[src/rtl/mem_port_arbiter_pkg.sv]
// ---------------------------------------------------------------------------
// mem_port_arbiter_pkg
//   Shared constants and types for the unified memory-port arbiter:
//   controller state encoding, port-owner encoding, default latency and
//   starvation limit, plus a small helper that sizes counters.
// ---------------------------------------------------------------------------
package mem_port_arbiter_pkg;

    // Controller states (encodings kept identical to the legacy defines)
    typedef enum logic [1:0] {
        IDLE  = 2'd0,
        ISSUE = 2'd1,
        WAIT  = 2'd2,
        DONE  = 2'd3
    } state_t;

    // Which pipeline port owns the in-flight access
    typedef enum logic {
        OWN_IF = 1'b0,
        OWN_DM = 1'b1
    } owner_t;

    localparam int unsigned DEF_MEM_LAT    = 2;
    localparam int unsigned DEF_STARVE_LIM = 4;

    // Bits needed to hold any value in 0..max_val (at least one bit)
    function automatic int unsigned cnt_width(input int unsigned max_val);
        int unsigned w;
        w = 1;
        while (w < 32 && ((32'd1 << w) <= max_val)) begin
            w = w + 1;
        end
        return w;
    endfunction

endpackage

[src/rtl/mem_port_arbiter.sv]
// ---------------------------------------------------------------------------
// mem_port_arbiter
//   Shares the single unified memory port between the instruction-fetch
//   port (IF) and the load/store port (DM). One request is registered at a
//   time, the fixed-latency access is sequenced, and the read data is
//   returned to the owner together with a one-cycle ack pulse.
//
//   Ports
//     clock, reset            : rising-edge clock, synchronous active-high reset
//     if_req/if_addr          : fetch request, held until if_ack
//     if_rdata/if_ack         : registered fetch data and completion pulse
//     if_stall                : if_req & ~if_ack
//     dm_req/dm_we/dm_addr    : data request (we=1 store, 0 load)
//     dm_wdata/dm_wstrb       : store data and byte enables
//     dm_rdata/dm_ack         : registered load data and completion pulse
//     dm_stall                : dm_req & ~dm_ack
//     mem_en/mem_we/mem_addr  : one-cycle access strobe, write enable, address
//     mem_wdata/mem_wstrb     : write data and byte enables
//     mem_rdata               : read data, valid MEM_LAT cycles after mem_en
// ---------------------------------------------------------------------------
module mem_port_arbiter
    import mem_port_arbiter_pkg::*;
#(
    parameter int unsigned ADDR_W     = 64,
    parameter int unsigned DATA_W     = 64,
    parameter int unsigned MEM_LAT    = DEF_MEM_LAT,
    parameter int unsigned STARVE_LIM = DEF_STARVE_LIM
) (
    input  logic                  clock,
    input  logic                  reset,

    input  logic                  if_req,
    input  logic [ADDR_W-1:0]     if_addr,
    output logic [DATA_W-1:0]     if_rdata,
    output logic                  if_ack,
    output logic                  if_stall,

    input  logic                  dm_req,
    input  logic                  dm_we,
    input  logic [ADDR_W-1:0]     dm_addr,
    input  logic [DATA_W-1:0]     dm_wdata,
    input  logic [DATA_W/8-1:0]   dm_wstrb,
    output logic [DATA_W-1:0]     dm_rdata,
    output logic                  dm_ack,
    output logic                  dm_stall,

    output logic                  mem_en,
    output logic                  mem_we,
    output logic [ADDR_W-1:0]     mem_addr,
    output logic [DATA_W-1:0]     mem_wdata,
    output logic [DATA_W/8-1:0]   mem_wstrb,
    input  logic [DATA_W-1:0]     mem_rdata
);

    localparam int unsigned STRB_W = DATA_W / 8;
    localparam int unsigned LAT_W  = cnt_width(MEM_LAT - 1);
    localparam int unsigned STV_W  = cnt_width(STARVE_LIM);

    localparam logic [LAT_W-1:0] LAT_INIT   = LAT_W'(MEM_LAT - 1);
    localparam logic [STV_W-1:0] STARVE_MAX = STV_W'(STARVE_LIM);

    state_t              r_state;
    owner_t              r_owner;
    logic [LAT_W-1:0]    r_lat_cnt;
    logic [STV_W-1:0]    r_starve_cnt;

    logic                r_mem_en;
    logic                r_mem_we;
    logic [ADDR_W-1:0]   r_mem_addr;
    logic [DATA_W-1:0]   r_mem_wdata;
    logic [STRB_W-1:0]   r_mem_wstrb;

    logic [DATA_W-1:0]   r_if_rdata;
    logic [DATA_W-1:0]   r_dm_rdata;
    logic                r_if_ack;
    logic                r_dm_ack;

    logic                w_any_req;
    logic                w_grant_dm;

    // DM has priority unless IF has already been passed over STARVE_LIM times
    always_comb begin
        w_any_req  = if_req | dm_req;
        w_grant_dm = dm_req & (~if_req | (r_starve_cnt != STARVE_MAX));
    end

    always_ff @(posedge clock) begin
        if (reset) begin
            r_state      <= IDLE;
            r_owner      <= OWN_IF;
            r_lat_cnt    <= '0;
            r_starve_cnt <= '0;
            r_mem_en     <= 1'b0;
            r_mem_we     <= 1'b0;
            r_mem_addr   <= '0;
            r_mem_wdata  <= '0;
            r_mem_wstrb  <= '0;
            r_if_rdata   <= '0;
            r_dm_rdata   <= '0;
            r_if_ack     <= 1'b0;
            r_dm_ack     <= 1'b0;
        end else begin
            // Strobes are single-cycle pulses unless a state raises them
            r_mem_en <= 1'b0;
            r_if_ack <= 1'b0;
            r_dm_ack <= 1'b0;

            case (r_state)
                IDLE: begin
                    if (w_any_req) begin
                        r_mem_en <= 1'b1;
                        r_state  <= ISSUE;
                        if (w_grant_dm) begin
                            r_owner     <= OWN_DM;
                            r_mem_we    <= dm_we;
                            r_mem_addr  <= dm_addr;
                            r_mem_wdata <= dm_wdata;
                            r_mem_wstrb <= dm_wstrb;
                            // Count DM wins only while IF is actually waiting
                            if (if_req) begin
                                if (r_starve_cnt != STARVE_MAX) begin
                                    r_starve_cnt <= r_starve_cnt + 1'b1;
                                end
                            end else begin
                                r_starve_cnt <= '0;
                            end
                        end else begin
                            r_owner      <= OWN_IF;
                            r_mem_we     <= 1'b0;
                            r_mem_addr   <= if_addr;
                            r_mem_wdata  <= '0;
                            r_mem_wstrb  <= '0;
                            r_starve_cnt <= '0;
                        end
                    end
                end

                ISSUE: begin
                    r_lat_cnt <= LAT_INIT;
                    r_state   <= WAIT;
                end

                WAIT: begin
                    if (r_lat_cnt == '0) begin
                        // mem_rdata is valid on this edge; stores keep old data
                        if (r_owner == OWN_DM) begin
                            if (!r_mem_we) begin
                                r_dm_rdata <= mem_rdata;
                            end
                            r_dm_ack <= 1'b1;
                        end else begin
                            r_if_rdata <= mem_rdata;
                            r_if_ack   <= 1'b1;
                        end
                        r_state <= DONE;
                    end else begin
                        r_lat_cnt <= r_lat_cnt - 1'b1;
                    end
                end

                DONE: begin
                    // No grant here so a still-high req is not served twice
                    r_state <= IDLE;
                end

                default: begin
                    r_state <= IDLE;
                end
            endcase
        end
    end

    assign mem_en    = r_mem_en;
    assign mem_we    = r_mem_we;
    assign mem_addr  = r_mem_addr;
    assign mem_wdata = r_mem_wdata;
    assign mem_wstrb = r_mem_wstrb;

    assign if_rdata  = r_if_rdata;
    assign if_ack    = r_if_ack;
    assign dm_rdata  = r_dm_rdata;
    assign dm_ack    = r_dm_ack;

    assign if_stall  = if_req & ~r_if_ack;
    assign dm_stall  = dm_req & ~r_dm_ack;

endmodule

[config.mk]
export PLATFORM = sky130hd
export DESIGN_NAME = mem_port_arbiter
export DESIGN_NICKNAME = d
export VERILOG_FILES = /design/src/rtl/mem_port_arbiter_pkg.sv /design/src/rtl/mem_port_arbiter.sv
export SDC_FILE = /design/constraint.sdc
export NUM_CORES = 1
export LEC_CHECK = 0
export ABC_AREA = 1
export CELL_PAD_IN_SITES_DETAIL_PLACEMENT = 0
export CELL_PAD_IN_SITES_GLOBAL_PLACEMENT = 2
export CORE_UTILIZATION = 21
export DETAILED_ROUTE_END_ITERATION = 12
export GPL_ROUTABILITY_DRIVEN = 0
export PLACE_DENSITY = 0.77
export SLEW_MARGIN = 10
export SYNTH_ARGS = -nofsm -noshare
export SYNTH_HDL_FRONTEND = slang
export SYNTH_SLANG_ARGS = --single-unit
[constraint.sdc]
create_clock -name clock -period 1.85 [get_ports clock]
set_input_delay 0.4625 -clock clock [delete_from_list [all_inputs] [get_ports clock]]
set_output_delay 0.4625 -clock clock [all_outputs]
set_load 0.01 [all_outputs]
Word-level counts from Yosys, hierarchy flattened
Cells that the tools add are included.

word-level totals
  register bits after elaboration = 275
  input port bits = 269
  output and inout bits = 270
  word-level logic and storage cells = 60

operators by class
  $add $sub $neg = 2
  eq/ne operators = 7
  multiplexer cells = 16
  bitwise gates (word level) = 13
  reduce and logical (&&, ||, !) cells = 9

operator list
  kind                                                                     number
  64-bit 2-to-1 mux                                                        2
  3-bit 2-to-1 mux                                                         3
  8-bit 2-to-1 mux                                                         1
  1-bit inverter                                                           8
  2-bit one-hot mux with 4 select lines                                    1
  1-bit 2-to-1 mux                                                         6
  3-bit AND reduction                                                      2
  2-bit == test, second input constant                                     2
  2-bit 2-to-1 mux                                                         2
  2-bit inequality test, second input constant                             2
  2-bit AND reduction                                                      2
  4-bit AND reduction                                                      1
  3-bit by 1-bit adder with 3-bit output, second input constant            1
  1-bit bitwise AND                                                        3
  3-bit by 2-bit inequality test with 1-bit output, second input constant  1
  3-bit inequality test, second input constant                             1
  3-bit OR reduction                                                       1
  2-bit by 1-bit == test with 1-bit output, second input constant          1
  2-bit zero test                                                          1
  1-bit bitwise OR                                                         2
  1-bit one-hot mux with 2 select lines                                    1
  2-bit nonzero test                                                       1
  2-bit OR reduction                                                       1
  1-bit subtractor, second input constant                                  1

Longest topological paths before layout
Gate-level depths: netlist of run 1.

  word-level depth = 5
  depth in mapped cells = 9
  mapped depth without buffers = 7

Worst setup path after synthesis of run 1
OpenSTA, ideal clock, no wires.

  kind = input to output
  start = in dm_req
  end = out dm_stall
  data arrival time = 1176 ps
  data required time = 1387 ps
  slack = 212 ps
  stages on the path = 5
  path buffers = 3
  cells stage by stage = buf_2 buf_2 buf_2 inv_1 nor2_1

on the way
  longest elaborated chain between the ends = 1

RTL lines
  what                RTL line                 source
  start: declaration  mem_port_arbiter.sv:38   input logic dm_req,
  1-bit bitwise AND   mem_port_arbiter.sv:185  assign dm_stall = dm_req & ~r_dm_ack;
  end: declaration    mem_port_arbiter.sv:45   output logic dm_stall,

No other way between the ends.

Worst setup path in the final report of run 1
  start = in if_req
  end = out if_stall

on the way
  longest elaborated chain between the ends = 1

RTL lines
  what                RTL line                 source
  start: declaration  mem_port_arbiter.sv:32   input logic if_req,
  1-bit bitwise AND   mem_port_arbiter.sv:184  assign if_stall = if_req & ~r_if_ack;
  end: declaration    mem_port_arbiter.sv:36   output logic if_stall,

No other way between the ends.

==> results of run 1 <==
## worst max-delay path: stages
cell	delay [ns]
clkdlybuf4s50_1	0.52
inv_1	0.06
nor2_1	0.09
clkbuf_2	0.14
## worst max-delay path by stage
stage	start	end	slack (ns)	depth (start not counted)
after floorplan	dm_req	dm_stall	0.21	5
after global placement	if_req	if_stall	-0.32	4
after detailed placement	if_req	if_stall	-0.28	4
after CTS	if_req	if_stall	0.002	4
after global routing	r_state[0]	dm_rdata[40]	0.01	8
final	if_req	if_stall	0.12	4
## power groups by stage
stage / clock, W / combinational, W / sequential [W]
CTS: 0.00749 / 0.00795 / 0.00797
global route: 0.00772 / 0.00866 / 0.00815
finish: 0.00721 / 0.00782 / 0.00795
floorplan: 0 / 0.00313 / 0.00868
global placement: 0 / 0.00881 / 0.00809
detailed placement: 0 / 0.00883 / 0.00812
## per-stage QoR
step                      hold slack, ns  TNS [ns]  utilization (%)
after global placement             0.461    -26.24             34.2
final                              0.472         0             36.0
after CTS                          0.443         0             36.0
after global routing               0.478         0             36.0
after detailed placement           0.470    -26.66             34.2
after floorplan                    0.447         0                -
## registers in the layout, indices dropped and copies added, names as in the netlist, 2 cells and up
signal and flops:
dm_rdata 64, mem_wdata 64, if_rdata 64, r_state 2
mem_wstrb 8, mem_addr 64, r_starve_cnt 3
## cell families (layout without fill, tap and decap cells)
kind of cell / after synthesis / count (layout)
simple gates: 617 / 617
compound gates: 337 / 337
fa+ha+maj: 5 / 5
other cells: 0 / 2
xor+xnor: 1 / 1
flops: 275 / 275
buf+inv: 200 / 752
## layout make-up
type / count / area [µm²]
flip-flops and latches: 275 / 5510
repair buffers: 601 / 5790
clock buffers: 52 / 1070
clock inverters: 13 / 160
well taps: 672 / 841
diodes: 2 / 5.00
inverters: 86 / 328
multi-input cells: 960 / 4460
fillers: 5372 / 32300
## layout by cell type (no fill, tap or decap), drive strengths merged
master / count
xnor2: 1
clkinvlp: 2
nor3: 2
dfxtp: 275
bufinv: 3
o21ai: 268
diode: 2
nor2: 397
a21oi: 4
nand4: 3
clkbuf: 53
nand3: 140
clkinv: 8
buf: 64
inv: 86
clkdlybuf4s50: 267
dlygate4sd2: 269
nand2: 75
a21boi: 64
ha: 5
o31ai: 1
## cells in the mapped netlist, drive strengths merged
library cell / number
nor2: 397
dfxtp: 275
o21ai: 268
nand3: 140
inv: 86
nand2: 75
a21boi: 64
clkbuf: 61
buf: 53
ha: 5
a21oi: 4
nand4: 3
nor3: 2
o31ai: 1
xnor2: 1
## metal layers
layer	vias up	share of wire [%]	track usage, %
li1	5716	-	-
met1	5056	42	19.1
met2	371	48	27.4
met3	61	8.0	5.10
met4	2	2.4	5.31
met5	-	0.030	0
## what timing repair did
item	CTS	global route
buffers inserted	0	0
endpoints found under the setup margin	270	44
endpoints found under the hold margin	0	0
cloned	0	0
gates resized for setup	272	2
==> results.yml, run 1 <==
routing:
  via_per_inst: 4.21
  wirelength_mm: 43.2
  avgRoutedWirePerCell_um: 16.2
  drcViolationCount: 0
  firstDrtPassIters: 4
  ant_nets: 0
  vias: 11200
  drt_iter0_markers: 396
clock_tree:
  hold_buffers: 0
  clock-sinks: 275
  cts_made_buffers: 37
  clkTransAtPathRegs_ns: 0.05
  clk_path_buf_depth: 3
  cts_tree: "yes"
  clkLatencyLatePin_ns: 0.53
  htree_num_levels: 2
  root_buffer: "clkbuf_16"
sta:
  skew_ns: 0.0239
  hold_viol: 0
  post-route-worst-setup-slack_ns: 0.121
  period_minus_slack_ns: 1.73
  fmax_mhz: 578
  worstMarginPinSlew_ns: 0.385
  slew_violations: 0
  slew_headroom_pct: 74.1
  rsz0062_at_grt: "false"
  setup_viol: 0
  post-route-period-util_pct: 93.5
placement:
  numPortBuffers: 538
  placed_area_um2: 17300
  dp_slack_ns: -0.283
  place_inst: 2594
  dpl.hpwl_mm: 31.5
synthesis:
  synth_top_area_share_pct: 51.0
  synthAdderAreaFrac_pct: 0.580
  synth_area_um2: 10800
  synthSimpleGateAreaFrac_pct: 23.2
  netlist-cell-type-count: 23
  yosys_warnings: 0
  synth.largest_area_cell: "dfxtp_1"
  synth_compound_area_share_pct: 17.2
  yosys-top-cells-area: "dfxtp_1 51%, nor2_1 14%, o21ai_0 12%, nand3_1 6.5%, a21boi_1 3.1%"
  synth_nets: 1709
  synth_xor_area_share_pct: 0.0812
  avgSynthCellArea_um2: 7.52
  synthMuxAreaShare_pct: 0
  synth_top_family_by_area: "simple AND/OR/NAND/NOR gates"
  seq_area_frac_synth_pct: 51.0
  synthCells: 1435
  ys_seq_elements: 275
pwr:
  clock_power_share_pct: 31.4
  power.internal_w: 0.0153
  powerDensity_nw_per_um2: 1270
  pwr-share-comb_pct: 34.0
  p_total_w: 0.0230
  ir_drop_mv: 0.578
  p_leak_nw: 8.36
  switchingPower_w: 0.00767
  power_frac_seq_pct: 34.6
  swShare_pct: 33.4
hold_path:
  hold_path_end: "if_rdata[0]"
  hold_path.class: "register to register"
  hp-start: "if_rdata[0]"
  min_path_cells: 2
cells_and_area:
  stdcell_count: 2661
  stdcell_area_um2: 18200
  area_growth_pct: 68.3
  nets: 2235
  drive_gt1_share_pct: 6.74
global_routing:
  grt.overflow.total: 0
  grt_antenna_before_repair: 3
  grt_max_degree: 89
  grt_usage_pct: 16.1
  first_global_vias: 11100
  grt_pass1_wl_mm: 66.2
critical_path:
  r2r-start: "r_state[0]"
  crit_type: "primary input to output port"
  critPathMaxFanout: 3
  startpoint_type: "primary input"
  cp-end-kind: "output port"
  rrSetupSlack_ns: 0.19
  required_ns: 1.39
  reg2reg_to: "dm_rdata[5]"
  reg2reg_depth: 8
  arrival_ns: 1.27
die:
  die_x_um: 229
  core_area_um2: 50500
  initial_utilization_pct: 21.4
  io_pins: 539
  dieHeight_um: 229
  rows: 82
  dieArea_um2: 52300
status:
  status: "completed"
job:
  drv_cap: 0
No activity file was read; power rests on OpenSTA's default activity.
==> inputs of run 2 (changes only) <==
--- a/config.mk
+++ b/config.mk
@@ -5,13 +5,13 @@
 export SDC_FILE = /design/constraint.sdc
 export NUM_CORES = 1
 export LEC_CHECK = 0
-export ABC_AREA = 1
 export CELL_PAD_IN_SITES_DETAIL_PLACEMENT = 0
 export CELL_PAD_IN_SITES_GLOBAL_PLACEMENT = 2
+export CORE_MARGIN = 5
 export CORE_UTILIZATION = 21
 export DETAILED_ROUTE_END_ITERATION = 12
 export GPL_ROUTABILITY_DRIVEN = 0
-export PLACE_DENSITY = 0.77
+export PLACE_DENSITY = 0.76
 export SLEW_MARGIN = 10
 export SYNTH_ARGS = -nofsm -noshare
 export SYNTH_HDL_FRONTEND = slang
==> results.yml, run 2 <==
global_routing:
  grt.overflow.total: 0
  grt_max_degree: 96
  grt_usage_pct: 15.6
  grt_antenna_before_repair: 1
  first_global_vias: 10600
  grt_pass1_wl_mm: 65.2
pwr:
  clock_power_share_pct: 32.2
  p_leak_nw: 7.44
  swShare_pct: 31.5
  power.internal_w: 0.0140
  power_frac_seq_pct: 37.2
  pwr-share-comb_pct: 30.6
  ir_drop_mv: 0.480
  p_total_w: 0.0204
  switchingPower_w: 0.00643
  powerDensity_nw_per_um2: 1180
clock_tree:
  cts_made_buffers: 35
  clkLatencyLatePin_ns: 0.52
  clk_path_buf_depth: 3
  root_buffer: "clkbuf_16"
  htree_num_levels: 2
  clkTransAtPathRegs_ns: 0.06
  clock-sinks: 275
  cts_tree: "yes"
cells_and_area:
  multi_input_area_um2: 4060
  regArea_um2: 5510
  stdcell_count: 2315
  mostFrequentLayoutCell: "dfxtp_1"
  drive_gt1_share_pct: 7.84
  nets: 1950
  nFillCells: 4978
  final_cell_mix: "272 x dfxtp_1, 271 x dlygate4sd2_1, 265 x clkdlybuf4s50_1"
  area_growth_pct: 72.1
  final_util_pct: 36.5
routing:
  drcViolationCount: 0
  firstDrtPassIters: 7
  avgRoutedWirePerCell_um: 18.7
  ant_nets: 0
  wirelength_mm: 43.4
  via_per_inst: 4.49
  drt_iter0_markers: 570
  vias: 10400
placement:
  place_inst: 2252
  dp_slack_ns: -0.365
  numPortBuffers: 538
  dpl.hpwl_mm: 32.1
critical_path:
  arrival_ns: 1.28
  startpoint_type: "register"
  crit_type: "register to output port"
  required_ns: 1.39
  cp-end-kind: "output port"
  critPathMaxFanout: 2
job:
  drv_cap: 0
synthesis:
  avgSynthCellArea_um2: 8.81
  seq_area_frac_synth_pct: 54.5
  yosys_warnings: 0
  async_flop_share_pct: 0
  synth_nets: 1420
  ys_seq_elements: 275
  synthCells: 1146
  synth_most_common_cell: "dfxtp_1"
  synth-edff-count: 0
  synth_area_um2: 10100
  yosys-top-cells-area: "dfxtp_1 55%, nand2_1 9.7%, a21oi_1 6.5%, a22o_1 6.3%, a311oi_1 5.6%"
  synth.largest_area_cell: "dfxtp_1"
  synth_top_area_share_pct: 54.5
  synth_common_cells: "275 x dfxtp_1, 261 x nand2_1, 132 x a21oi_1"
  netlist-cell-type-count: 35
  synth_flop_cell: "dfxtp_1"
sta:
  period_minus_slack_ns: 1.75
  post-route-worst-setup-slack_ns: 0.105
  rsz0062_at_grt: "false"
  hold_ws_ns: 0.234
  skew_ns: 0.0135
  slew_violations: 0
  slew_headroom_pct: 63.5
  worstMarginPinSlew_ns: 0.548
  hold_viol: 0
  post-route-period-util_pct: 94.3
  setup_viol: 0
  fmax_mhz: 573
die:
  rows: 80
  core_area_um2: 47600
  initial_utilization_pct: 21.2
  io_pins: 539
  dieArea_um2: 52600
  die_x_um: 229
  dieHeight_um: 229
hold_path:
  hold_path.class: "primary input to register"
status:
  status: "completed"
[run 2: changes by cell type after synthesis, moves of 19 or more]
| cell | delta |
|---|---|
| inv_1 | -78 |
| nand2_1 | +186 |
| clkbuf_1 | -23 |
| nand3_1 | -74 |
| a21boi_1 | -45 |
| a21oi_1 | +128 |
| a311oi_1 | +64 |
| a21boi_0 | -19 |
| o21ai_0 | -219 |
| nor2_1 | -325 |
| a22o_1 | +73 |
[run 2: stage by stage]
step | TNS [ns] | instance area [µm²]
floorplan | 0 | 10100
global placement | -41.05 | 16600
detailed placement | -43.25 | 16600
CTS | 0 | 17300
global route | 0 | 17400
finish | 0 | 17400
[run 2: critical path, cell delays in order (launching register included)]
cell           delay (ns)
dfxtp_1              0.40
nor2b_1              0.07
dlygate4sd2_1        0.28
[run 2: cells by family (layout without fill, tap and decap cells)]
family                     count (synthesis)  in the layout  synth area share (%)
and+or+nand+nor                          411            411                  16.8
AOI/OAI and AO/OA                        341            341                  22.2
DFF                                      275            275                  54.5
buffers and inverters                    114            665                  5.90
adders and majority gates                  5              5                 0.620
other                                      0              3                     0
[run 2: power by group through the flow]
stage / sequential, W / clock, W / combinational [W]
2_1_floorplan: 0.00813 / 0 / 0.00237
3_3_place_gp: 0.00774 / 0 / 0.00697
3_5_place_dp: 0.00775 / 0 / 0.00700
4_1_cts: 0.00762 / 0.00685 / 0.00631
5_1_grt: 0.00773 / 0.00708 / 0.00680
6_report: 0.00761 / 0.00658 / 0.00625
[run 2: final timing paths]
path,start,to,cells past startpoint,slack [ns]
setup reg to reg,r_state[0],if_rdata[32],8,0.15
setup / recovery,if_ack,if_stall,2,0.10
hold reg to reg,dm_rdata[50],dm_rdata[50],2,0.45
hold / removal,reset,r_state[1],2,0.23
[run 2: layer usage]
metal	GRT usage [%]	wire [µm]	up-vias
li1	-	-	5069
met1	18.6	17900	4864
met5	0	0	-
met2	25.7	20400	397
met4	4.81	1180	0
met3	6.35	3890	61
[run 2: timing repair]
action | 4_1_cts | 5_1_grt
endpoints found under the setup margin | 270 | 68
buffers inserted | 0 | 1
gates resized for setup | 274 | 2
endpoints found under the hold margin | 0 | 0
hold buffers | 0 | 0
gates cloned | 0 | 1
pin swaps | 0 | 1
[run 2: area by class of cell]
class                   instances  area share [%]
repair buffers                602            34.0
clock buffers                  50            5.88
flip-flops and latches        275            31.7
clock inverters                 8           0.432
multi-input cells             757            23.4
inverters                       5           0.108
diodes                          3          0.0432
well taps                     615            4.43
==> inputs of run 3 (changes only) <==
--- a/config.mk
+++ b/config.mk
@@ -12,7 +12,6 @@
 export DETAILED_ROUTE_END_ITERATION = 12
 export GPL_ROUTABILITY_DRIVEN = 0
 export PLACE_DENSITY = 0.76
-export SLEW_MARGIN = 10
 export SYNTH_ARGS = -nofsm -noshare
 export SYNTH_HDL_FRONTEND = slang
 export SYNTH_SLANG_ARGS = --single-unit
==> results of run 3 <==
The final DEF is identical to that of run 2; final timing and power are the same.
